`src/rtl/keypad_scanner_if.sv`:
```
// rtl/keypad_scanner_if.sv - keypad pins and decoded key outputs of keypad_scanner
interface keypad_scanner_if;
   logic [3:0] row;
   logic [3:0] col;
   logic [3:0] key_code;
   logic       key_valid;
   logic       key_held;

   // master: the scanner, which drives the columns and reports keys
   modport master (input row, output col, key_code, key_valid, key_held);
   // slave: the keypad side / consumer of the key reports
   modport slave  (output row, input col, key_code, key_valid, key_held);
endinterface

```
`src/rtl/keypad_scanner.sv`:
```
// rtl/keypad_scanner.sv - 4x4 matrix keypad scanner with press/release debounce
module keypad_scanner #(
   parameter int SCAN_DIV     = 1000,
   parameter int DEBOUNCE_CNT = 1000000
) (
   input logic              clk,
   input logic              reset,
   keypad_scanner_if.master kp
);

   localparam int DW = (SCAN_DIV > 1) ? $clog2(SCAN_DIV) : 1;
   localparam int CW = (DEBOUNCE_CNT > 2) ? $clog2(DEBOUNCE_CNT) : 1;
   localparam logic [DW-1:0] DWELL_LAST = DW'(SCAN_DIV - 1);
   // The sample that starts a debounce already counts as the first stable one,
   // so the counter only has to cover the remaining DEBOUNCE_CNT-1 samples.
   localparam logic [CW-1:0] DEB_LAST   = CW'(DEBOUNCE_CNT - 2);

   typedef enum logic [1:0] {SCAN, DEBOUNCE, HELD, RELEASE} state_t;

   state_t          state_q;
   logic [3:0]      row_meta_q;
   logic [3:0]      row_s_q;
   logic [3:0]      col_q;
   logic [DW-1:0]   dwell_q;
   logic [CW-1:0]   deb_cnt_q;
   logic [1:0]      key_row_q;
   logic [3:0]      key_code_q;
   logic            key_valid_q;
   logic            key_held_q;

   logic [1:0]      col_idx;
   logic [1:0]      low_row;
   logic            key_level;
   logic [3:0]      map_code;

   // Two-flop synchronizer for the asynchronous row pins; idles as "no key".
   always_ff @(posedge clk) begin
      if (reset) begin
         row_meta_q <= 4'hF;
         row_s_q    <= 4'hF;
      end else begin
         row_meta_q <= kp.row;
         row_s_q    <= row_meta_q;
      end
   end

   // Column index of the driven column, lowest low row, tracked row level and key map.
   always_comb begin
      col_idx = 2'd0;
      for (int c = 0; c < 4; c++)
         if (!col_q[c]) col_idx = 2'(c);
      low_row = 2'd0;
      for (int r = 3; r >= 0; r--)
         if (!row_s_q[r]) low_row = 2'(r);
      key_level = row_s_q[key_row_q];
      case ({col_idx, key_row_q})
         4'h0: map_code = 4'h1;
         4'h1: map_code = 4'h4;
         4'h2: map_code = 4'h7;
         4'h3: map_code = 4'h0;
         4'h4: map_code = 4'h2;
         4'h5: map_code = 4'h5;
         4'h6: map_code = 4'h8;
         4'h7: map_code = 4'hF;
         4'h8: map_code = 4'h3;
         4'h9: map_code = 4'h6;
         4'hA: map_code = 4'h9;
         4'hB: map_code = 4'hE;
         4'hC: map_code = 4'hA;
         4'hD: map_code = 4'hB;
         4'hE: map_code = 4'hC;
         default: map_code = 4'hD;
      endcase
   end

   // Scan / debounce / held / release controller with registered outputs.
   always_ff @(posedge clk) begin
      if (reset) begin
         state_q     <= SCAN;
         col_q       <= 4'b1110;
         dwell_q     <= '0;
         deb_cnt_q   <= '0;
         key_row_q   <= 2'd0;
         key_code_q  <= 4'h0;
         key_valid_q <= 1'b0;
         key_held_q  <= 1'b0;
      end else begin
         key_valid_q <= 1'b0;
         case (state_q)
            SCAN: begin
               if (dwell_q == DWELL_LAST) begin
                  dwell_q <= '0;
                  if (row_s_q != 4'hF) begin
                     key_row_q <= low_row;
                     deb_cnt_q <= '0;
                     state_q   <= DEBOUNCE;
                  end else begin
                     col_q <= {col_q[2:0], col_q[3]};
                  end
               end else begin
                  dwell_q <= dwell_q + DW'(1);
               end
            end
            DEBOUNCE: begin
               if (key_level) begin
                  // Bounce or glitch: give up and move on to the next column.
                  col_q   <= {col_q[2:0], col_q[3]};
                  dwell_q <= '0;
                  state_q <= SCAN;
               end else if (deb_cnt_q == DEB_LAST) begin
                  key_code_q  <= map_code;
                  key_valid_q <= 1'b1;
                  key_held_q  <= 1'b1;
                  state_q     <= HELD;
               end else begin
                  deb_cnt_q <= deb_cnt_q + CW'(1);
               end
            end
            HELD: begin
               if (key_level) begin
                  deb_cnt_q <= '0;
                  state_q   <= RELEASE;
               end
            end
            default: begin
               if (!key_level) begin
                  state_q <= HELD;
               end else if (deb_cnt_q == DEB_LAST) begin
                  key_held_q <= 1'b0;
                  col_q      <= {col_q[2:0], col_q[3]};
                  dwell_q    <= '0;
                  state_q    <= SCAN;
               end else begin
                  deb_cnt_q <= deb_cnt_q + CW'(1);
               end
            end
         endcase
      end
   end

   assign kp.col       = col_q;
   assign kp.key_code  = key_code_q;
   assign kp.key_valid = key_valid_q;
   assign kp.key_held  = key_held_q;

endmodule

```
`src/flat_wrapper.sv`:
```
// flat-port wrapper written by rule: the top's interface ports become plain ports
module keypad_scanner_flat 
#(
   parameter int SCAN_DIV     = 1000,
   parameter int DEBOUNCE_CNT = 1000000
)
  (clk, reset, kp_row, kp_col, kp_key_code, kp_key_valid, kp_key_held);
  keypad_scanner_if kp_i ();
  input logic clk;
  input logic reset;
  input wire logic [$bits(kp_i.row)-1:0] kp_row;
  output wire logic [$bits(kp_i.col)-1:0] kp_col;
  output wire logic [$bits(kp_i.key_code)-1:0] kp_key_code;
  output wire logic [$bits(kp_i.key_valid)-1:0] kp_key_valid;
  output wire logic [$bits(kp_i.key_held)-1:0] kp_key_held;
  assign kp_i.row = kp_row;
  assign kp_col = kp_i.col;
  assign kp_key_code = kp_i.key_code;
  assign kp_key_valid = kp_i.key_valid;
  assign kp_key_held = kp_i.key_held;
  keypad_scanner #(.SCAN_DIV(SCAN_DIV), .DEBOUNCE_CNT(DEBOUNCE_CNT)) u_core (.clk(clk), .reset(reset), .kp(kp_i));
endmodule
```
`config.mk`:
```
export PLATFORM = sky130hd
export DESIGN_NAME = keypad_scanner_flat
export DESIGN_NICKNAME = d
export VERILOG_FILES = /design/src/rtl/keypad_scanner_if.sv /design/src/rtl/keypad_scanner.sv /design/src/flat_wrapper.sv
export SDC_FILE = /design/constraint.sdc
export NUM_CORES = 1
export LEC_CHECK = 0
export CORE_MARGIN = 2
export CORE_UTILIZATION = 38
export CTS_CLUSTER_SIZE = 30
export DETAILED_ROUTE_END_ITERATION = 7
export PLACE_DENSITY = 0.54
export SKIP_CTS_REPAIR_TIMING = 1
export SYNTH_ARGS = -nofsm -noshare
export SYNTH_HDL_FRONTEND = slang
export SYNTH_SLANG_ARGS = --single-unit
```
`constraint.sdc`:
```
create_clock -name clk -period 2.18 [get_ports clk]
set_input_delay 0.436 -clock clk [delete_from_list [all_inputs] [get_ports clk]]
set_output_delay 0.436 -clock clk [all_outputs]
set_load 0.03 [all_outputs]
```
==> results_dict.tcl, run 1 <==
set metrics [dict create \
    status "finished clean" \
    fin_nets 351 \
    r2r_start "u_core.deb_cnt_q[7]$_SDFFE_PP0P_" \
    path_clk_slew_ns 0.10 \
    placed_cell_area_sq_um 3010 \
    max_freq_mhz 475 \
    internal_power_uw 1230 \
    fin_util_pct 47.4 \
    hold_viol 0 \
    rows 30 \
    p_sw_share_pct 24.9 \
    grt_max_degree 41 \
    design_area_sq_um 3220 \
    cts.sinks 52 \
    die_y_um 87.7 \
    critPathLaunch "u_core.deb_cnt_q[7]$_SDFFE_PP0P_" \
    whs_ns 0.416 \
    synthCells 311 \
    cts_root_buffer "clkbuf_8" \
    drive_gt1_share_pct 19.4 \
    cp_max_fo 5 \
    antenna_found_initial 0 \
    skew_ns 0.00678 \
    vias 2470 \
    drt-pass1-iter-count 4 \
    worst_setup_path_start_kind "flip-flop" \
    antenna_left 0 \
    drt_iter0_drc 213 \
    cts_buffer_depth 2 \
    overflow 0 \
    portBuffers 15 \
    slowest_stage "or4_4" \
    async_flop_share_pct 0 \
    drc 0 \
    min_from "u_core.row_meta_q[2]$_SDFF_PP1_" \
    grt_pass1_vias 2268 \
    ir_drop_uv 414 \
    synth_area_leaders "dfxtp_1, a21oi_1, or4_1" \
    max_cap_violations 0 \
    cp.required_ns 2.43 \
    crit_path_max_incr_delay_ns 0.52 \
    power.leakage_uw 0.00110 \
    antenna_cells 0 \
    slew-limit-headroom_pct 61.8 \
    h-tree-depth 2 \
    gp_congestion 0.845 \
    seqPwrFrac_pct 59.4 \
    worst_slew_pin_slew_ns 0.571 \
    initial_core_util_pct 39.2 \
    yosys_register_bits 52 \
    synth_edf_count 0 \
    cp_top_family "simple AND/OR/NAND/NOR gates" \
    hold_path_class "flip-flop to flip-flop" \
    path_buf_inv 0 \
    path_cells "nand4_1 > or4_4 > or4_4 > or4_4 > a21oi_2" \
    power_uw 1640 \
    wl_um 6820 \
    syn_area_per_cell_sq_um 8.56 \
    tritoncts "yes" \
    yosys_warnings 0 \
    power_density_nw_per_um2 507 \
    wire_per_inst_um 15.6 \
    crit_arrival_ns 2.36 \
    min_period_ns 2.11 \
    netlist_area_sq_um 2660 \
    crit_top_cell "or4_4" \
    slew_violations 0 \
    viasPerCell 5.67 \
    yosys_most_used_dff "dfxtp_1" \
    rsz0062_at_grt "true" \
    clk_latency_ns 0.31 \
    dpl.hpwl_um 4350 \
    core_area_sq_um 6790 \
    synth_fp_nets 323 \
    die_x_um 87.7 \
    die_area_sq_um 7690 \
    grt_usage_pct 18.0 \
    yosysUniqueCellTypes 51 \
    period_share_pct 96.6 \
    end_kind "flip-flop" \
    ios 16 \
    power_frac_comb_pct 5.1 \
    setup-violations-final 0 \
    clockPowerShare_pct 35.5 \
    yosys.area.top_type "dfxtp_1" \
    ys_seq_area_share_pct 39.1 \
    crit_type "flip-flop to flip-flop" \
    cts_buffers 5 \
    synth.top_cell.area_share_pct 39.1 \
    area_growth_pct 21.1 \
    grt_pass1_wl_um 11000 \
    p_switching_uw 408 \
]
power groups by stage:
stage | clock network [uW] | registers (uW) | logic [uW]
finish | 581 | 972 | 83.2
global route | 641 | 974 | 93.6
CTS | 601 | 975 | 79.6
detailed placement | 0 | 997 | 79.1
global placement | 0 | 996 | 79.2
floorplan | 0 | 1000 | 42.5
per-layer routing:
metal | part of all wire, % | GRT usage, % | vias to the layer above | wire length [um]
met5 | 0 | 0 | - | 0
met4 | 1.3 | 5.45 | 0 | 87
met3 | 4.0 | 3.11 | 5 | 274
met2 | 46 | 28.2 | 52 | 3140
met1 | 49 | 25.3 | 1178 | 3320
li1 | - | - | 1235 | -
cells in the mapped netlist, drive strengths merged (2+ instances only):
library cell and number:
a211oi 4, a21oi 29, a311oi 7, a31oi 2, a41oi 2, and2 5
and3 4, and4 3, buf 6, clkbuf 13, dfxtp 52, ha 6
inv 8, mux2 2, mux2i 10, nand2 26, nand2b 5, nand3 10
nand4 10, nor2 22, nor2b 2, nor3 4, nor4 3, o211ai 2
o21ai 11, o31ai 14, o32ai 2, or2 10, or3 5, or4 18
cells by family (layout without fill, tap and decap cells):
group	count (synthesis)	after routing	share of synthesized area (%)
and+or+nand+nor	132	132	28.0
adders and majority gates	6	6	2.82
buffers and inverters	27	54	4.51
muxes	13	15	5.59
AOI/OAI and AO/OA	81	81	19.9
DFF	52	52	39.1
metrics by stage:
stage	setup TNS, ns	setup WS, ns	std cells
2_1_floorplan	0	0.0589	311
3_3_place_gp	0	0.0495	423
3_5_place_dp	0	0.0346	423
4_1_cts	-0.00564	-0.00564	431
5_1_grt	-0.0379	-0.0344	436
6_report	0	0.0736	436
final timing paths:
path | to | depth (start not counted) | slack [ns]
setup reg to reg | u_core.deb_cnt_q[15]$_SDFFE_PP0P_ | 5 | 0.07
setup / recovery | u_core.deb_cnt_q[15]$_SDFFE_PP0P_ | 5 | 0.07
hold / removal | u_core.row_s_q[2]$_SDFF_PP1_ | 1 | 0.42
hold reg to reg | u_core.row_s_q[2]$_SDFF_PP1_ | 1 | 0.42
cells in the final DEF, fill, tap and decap left out, drive strengths merged, types with 3 or more instances in the layout:
cell           Yosys  routed
a311oi             7       7
nand2             26      26
clkdlybuf4s50      0      15
and3               4       4
o21ai             11      11
nor4               3       3
a211oi             4       4
or3                5       5
nand3             10      10
and2               5       5
mux2               2       4
nand2b             5       5
or2               10      10
nor3               4       4
clkbuf            13       5
dfxtp             52      52
ha                 6       6
o31ai             14      14
or4               18      18
a21oi             29      29
and4               3       3
inv                8       8
mux2i             10      10
nand4             10      10
nor2              22      22
buf                6      23
worst reg2reg max path, delay by kind of cell, from the launching register on:
kind            cells  cell delay [ns]
compound gates      1             0.15
flops               1             0.38
simple gates        4             1.53
registers in the layout, indices dropped and copies added, names as in the netlist, named ones only:
name	cells
u_core.deb_cnt_q	20
u_core.dwell_q	10
u_core.key_row_q	2
u_core.kp.col	4
u_core.kp.key_code	4
u_core.kp.key_held	1
u_core.kp.key_valid	1
u_core.row_meta_q	4
u_core.row_s_q	4
u_core.state_q	1
area by class of cell:
class | instances | area [sq um]
clock buffers | 5 | 68.8
flip-flops and latches | 52 | 1060
fillers | 675 | 3570
clock inverters | 3 | 23.8
repair buffers | 38 | 335
multi-input cells | 234 | 1590
inverters | 8 | 30.0
well taps | 96 | 120
Power figures use the tool's default switching activity.
==> run 2: changes to the inputs <==
Settings changed: CORE_UTILIZATION 38 to 53, PLACE_DENSITY 0.54 to 0.72, SETUP_SLACK_MARGIN set to 0.15.
==> run 2 against run 1 <==
Effect of this change: critical path depth unchanged; hold slack got worse by 0.0024 ns; register-to-register slack improved by 0.02 ns; via count increased by 2.3%; combinational power increased by 3.7%; global-route usage increased by 5.0 points; worst setup slack improved by 0.022 ns; utilization increased by 21 points; total power decreased by 1.6%; critical path type unchanged; largest cell class unchanged.
==> results_dict.tcl, run 2 (synthesized netlist as in run 1, its figures left out) <==
set metrics [dict create \
    end_kind "flip-flop" \
    rsz0062_at_grt "true" \
    slew-limit-headroom_pct 49.3 \
    drc 0 \
    skew_ns 0.00902 \
    path_buf_inv 0 \
    tritoncts "yes" \
    period_share_pct 95.6 \
    h-tree-depth 2 \
    grt_pass1_vias 2168 \
    clk_latency_ns 0.31 \
    cp_max_fo 6 \
    max_cap_violations 0 \
    drt_iter0_drc 264 \
    ir_drop_uv 438 \
    largest_reg_flops 20 \
    grt_usage_pct 22.9 \
    antenna_cells 0 \
    dpl.hpwl_um 4070 \
    slowest_stage "dfxtp_1" \
    fin_cells 410 \
    tns_ns 0 \
    largest-register "u_core.deb_cnt_q" \
    cp.required_ns 2.42 \
    die_area_sq_um 5600 \
    crit_path_max_incr_delay_ns 0.45 \
    grt_pass1_wl_um 9980 \
    wire_per_inst_um 16.0 \
    status "finished clean" \
    final_common_cell "dfxtp_1" \
    multiInputGateArea_sq_um 1660 \
    cts_buffers 5 \
    setup-violations-final 0 \
    power_density_nw_per_um2 492 \
    area_growth_pct 23.0 \
    min_period_ns 2.08 \
    reg_top3 "u_core.deb_cnt_q (20), u_core.dwell_q (10)" \
    cts_root_buffer "clkbuf_8" \
    viasPerCell 6.17 \
    antenna_left 0 \
    cp_top_family "simple AND/OR/NAND/NOR gates" \
    post-place-cells 391 \
    cts.sinks 52 \
    grt_max_degree 41 \
    fin_nets 354 \
    fillers 383 \
    rows 25 \
    portBuffers 15 \
    drt-pass1-iter-count 4 \
    worst_setup_path_start_kind "flip-flop" \
    whs_ns 0.414 \
    fin_util_pct 68.4 \
    overflow 0 \
    crit_arrival_ns 2.33 \
    wl_um 6570 \
    max_freq_mhz 480 \
    worst_slew_pin_slew_ns 0.759 \
    antenna_found_initial 0 \
    drive_gt1_share_pct 25.1 \
    initial_core_util_pct 55.6 \
    layout_common_cells "dfxtp_1, a21oi_1, nand2_1" \
    hold_viol 0 \
    seq_area_sq_um 1060 \
    gp_congestion 0.885 \
    path_clk_slew_ns 0.09 \
    core_area_sq_um 4790 \
    ios 16 \
    vias 2528 \
    hold_path_class "flip-flop to flip-flop" \
    power.leakage_uw 0.00113 \
    crit_type "flip-flop to flip-flop" \
    path_cells "nand3_1 > or4_4 > or4_4 > or4_1 > a21oi_1" \
    die_x_um 74.9 \
    slew_violations 0 \
    cts_buffer_depth 2 \
    die_y_um 74.9 \
    crit_top_cell "or4_4" \
]
[run 2: cell count changes in the layout (fill, tap and decap cells not counted), moves of 2 or more]
| cell | change |
|---|---|
| and2_1 | -2 |
| a21oi_1 | -2 |
| o31ai_1 | -4 |
| or4_1 | -3 |
| dfxtp_1 | -7 |
| or4_4 | +3 |
| o31ai_2 | +4 |
| dfxtp_2 | +7 |
| mux2_4 | +2 |
| and2_4 | +2 |
| a21oi_2 | +2 |
[run 2: where the power goes]
group	internal, uW	switching (uW)
Clock	229	321
Sequential	961	11.4
Combinational	41.3	45.0
Total	1230	378
[run 2: final cells by class]
| type | count | share of cell area (%) |
|---|---|---|
| sequential | 52 | 32.5 |
| timing repair buffer | 39 | 10.5 |
| clock inverter | 2 | 0.497 |
| inverter | 8 | 0.917 |
| tap | 67 | 2.56 |
| clock buffer | 6 | 2.22 |
| multi-input combinational | 236 | 50.8 |
[run 2: routing by layer]
metal | GRT usage (%) | part of all wire, %
met3 | 4.69 | 5.9
met5 | 0 | 0
met4 | 6.94 | 1.2
met1 | 32.7 | 46
met2 | 35.1 | 46
[run 2: stage by stage]
stage	total power [uW]	setup WS (ns)	area [sq um]
after floorplan	1040	0.145	2670
final	1610	0.0955	3270
after global placement	1070	0.106	2960
after global routing	1670	0.0426	3270
after detailed placement	1070	0.0578	2960
after CTS	1610	0.0439	3040
[run 2: path summary, 6_finish.rpt]
check                                                  startpoint                                end  slack (ns)  depth (start not counted)
worst max-delay path            u_core.deb_cnt_q[10]$_SDFFE_PP0P_  u_core.deb_cnt_q[15]$_SDFFE_PP0P_         0.1                          5
worst min-delay path              u_core.row_meta_q[3]$_SDFF_PP1_       u_core.row_s_q[3]$_SDFF_PP1_        0.41                          1
worst max register to register  u_core.deb_cnt_q[10]$_SDFFE_PP0P_  u_core.deb_cnt_q[15]$_SDFFE_PP0P_         0.1                          5
worst min register to register    u_core.row_meta_q[3]$_SDFF_PP1_       u_core.row_s_q[3]$_SDFF_PP1_        0.41                          1
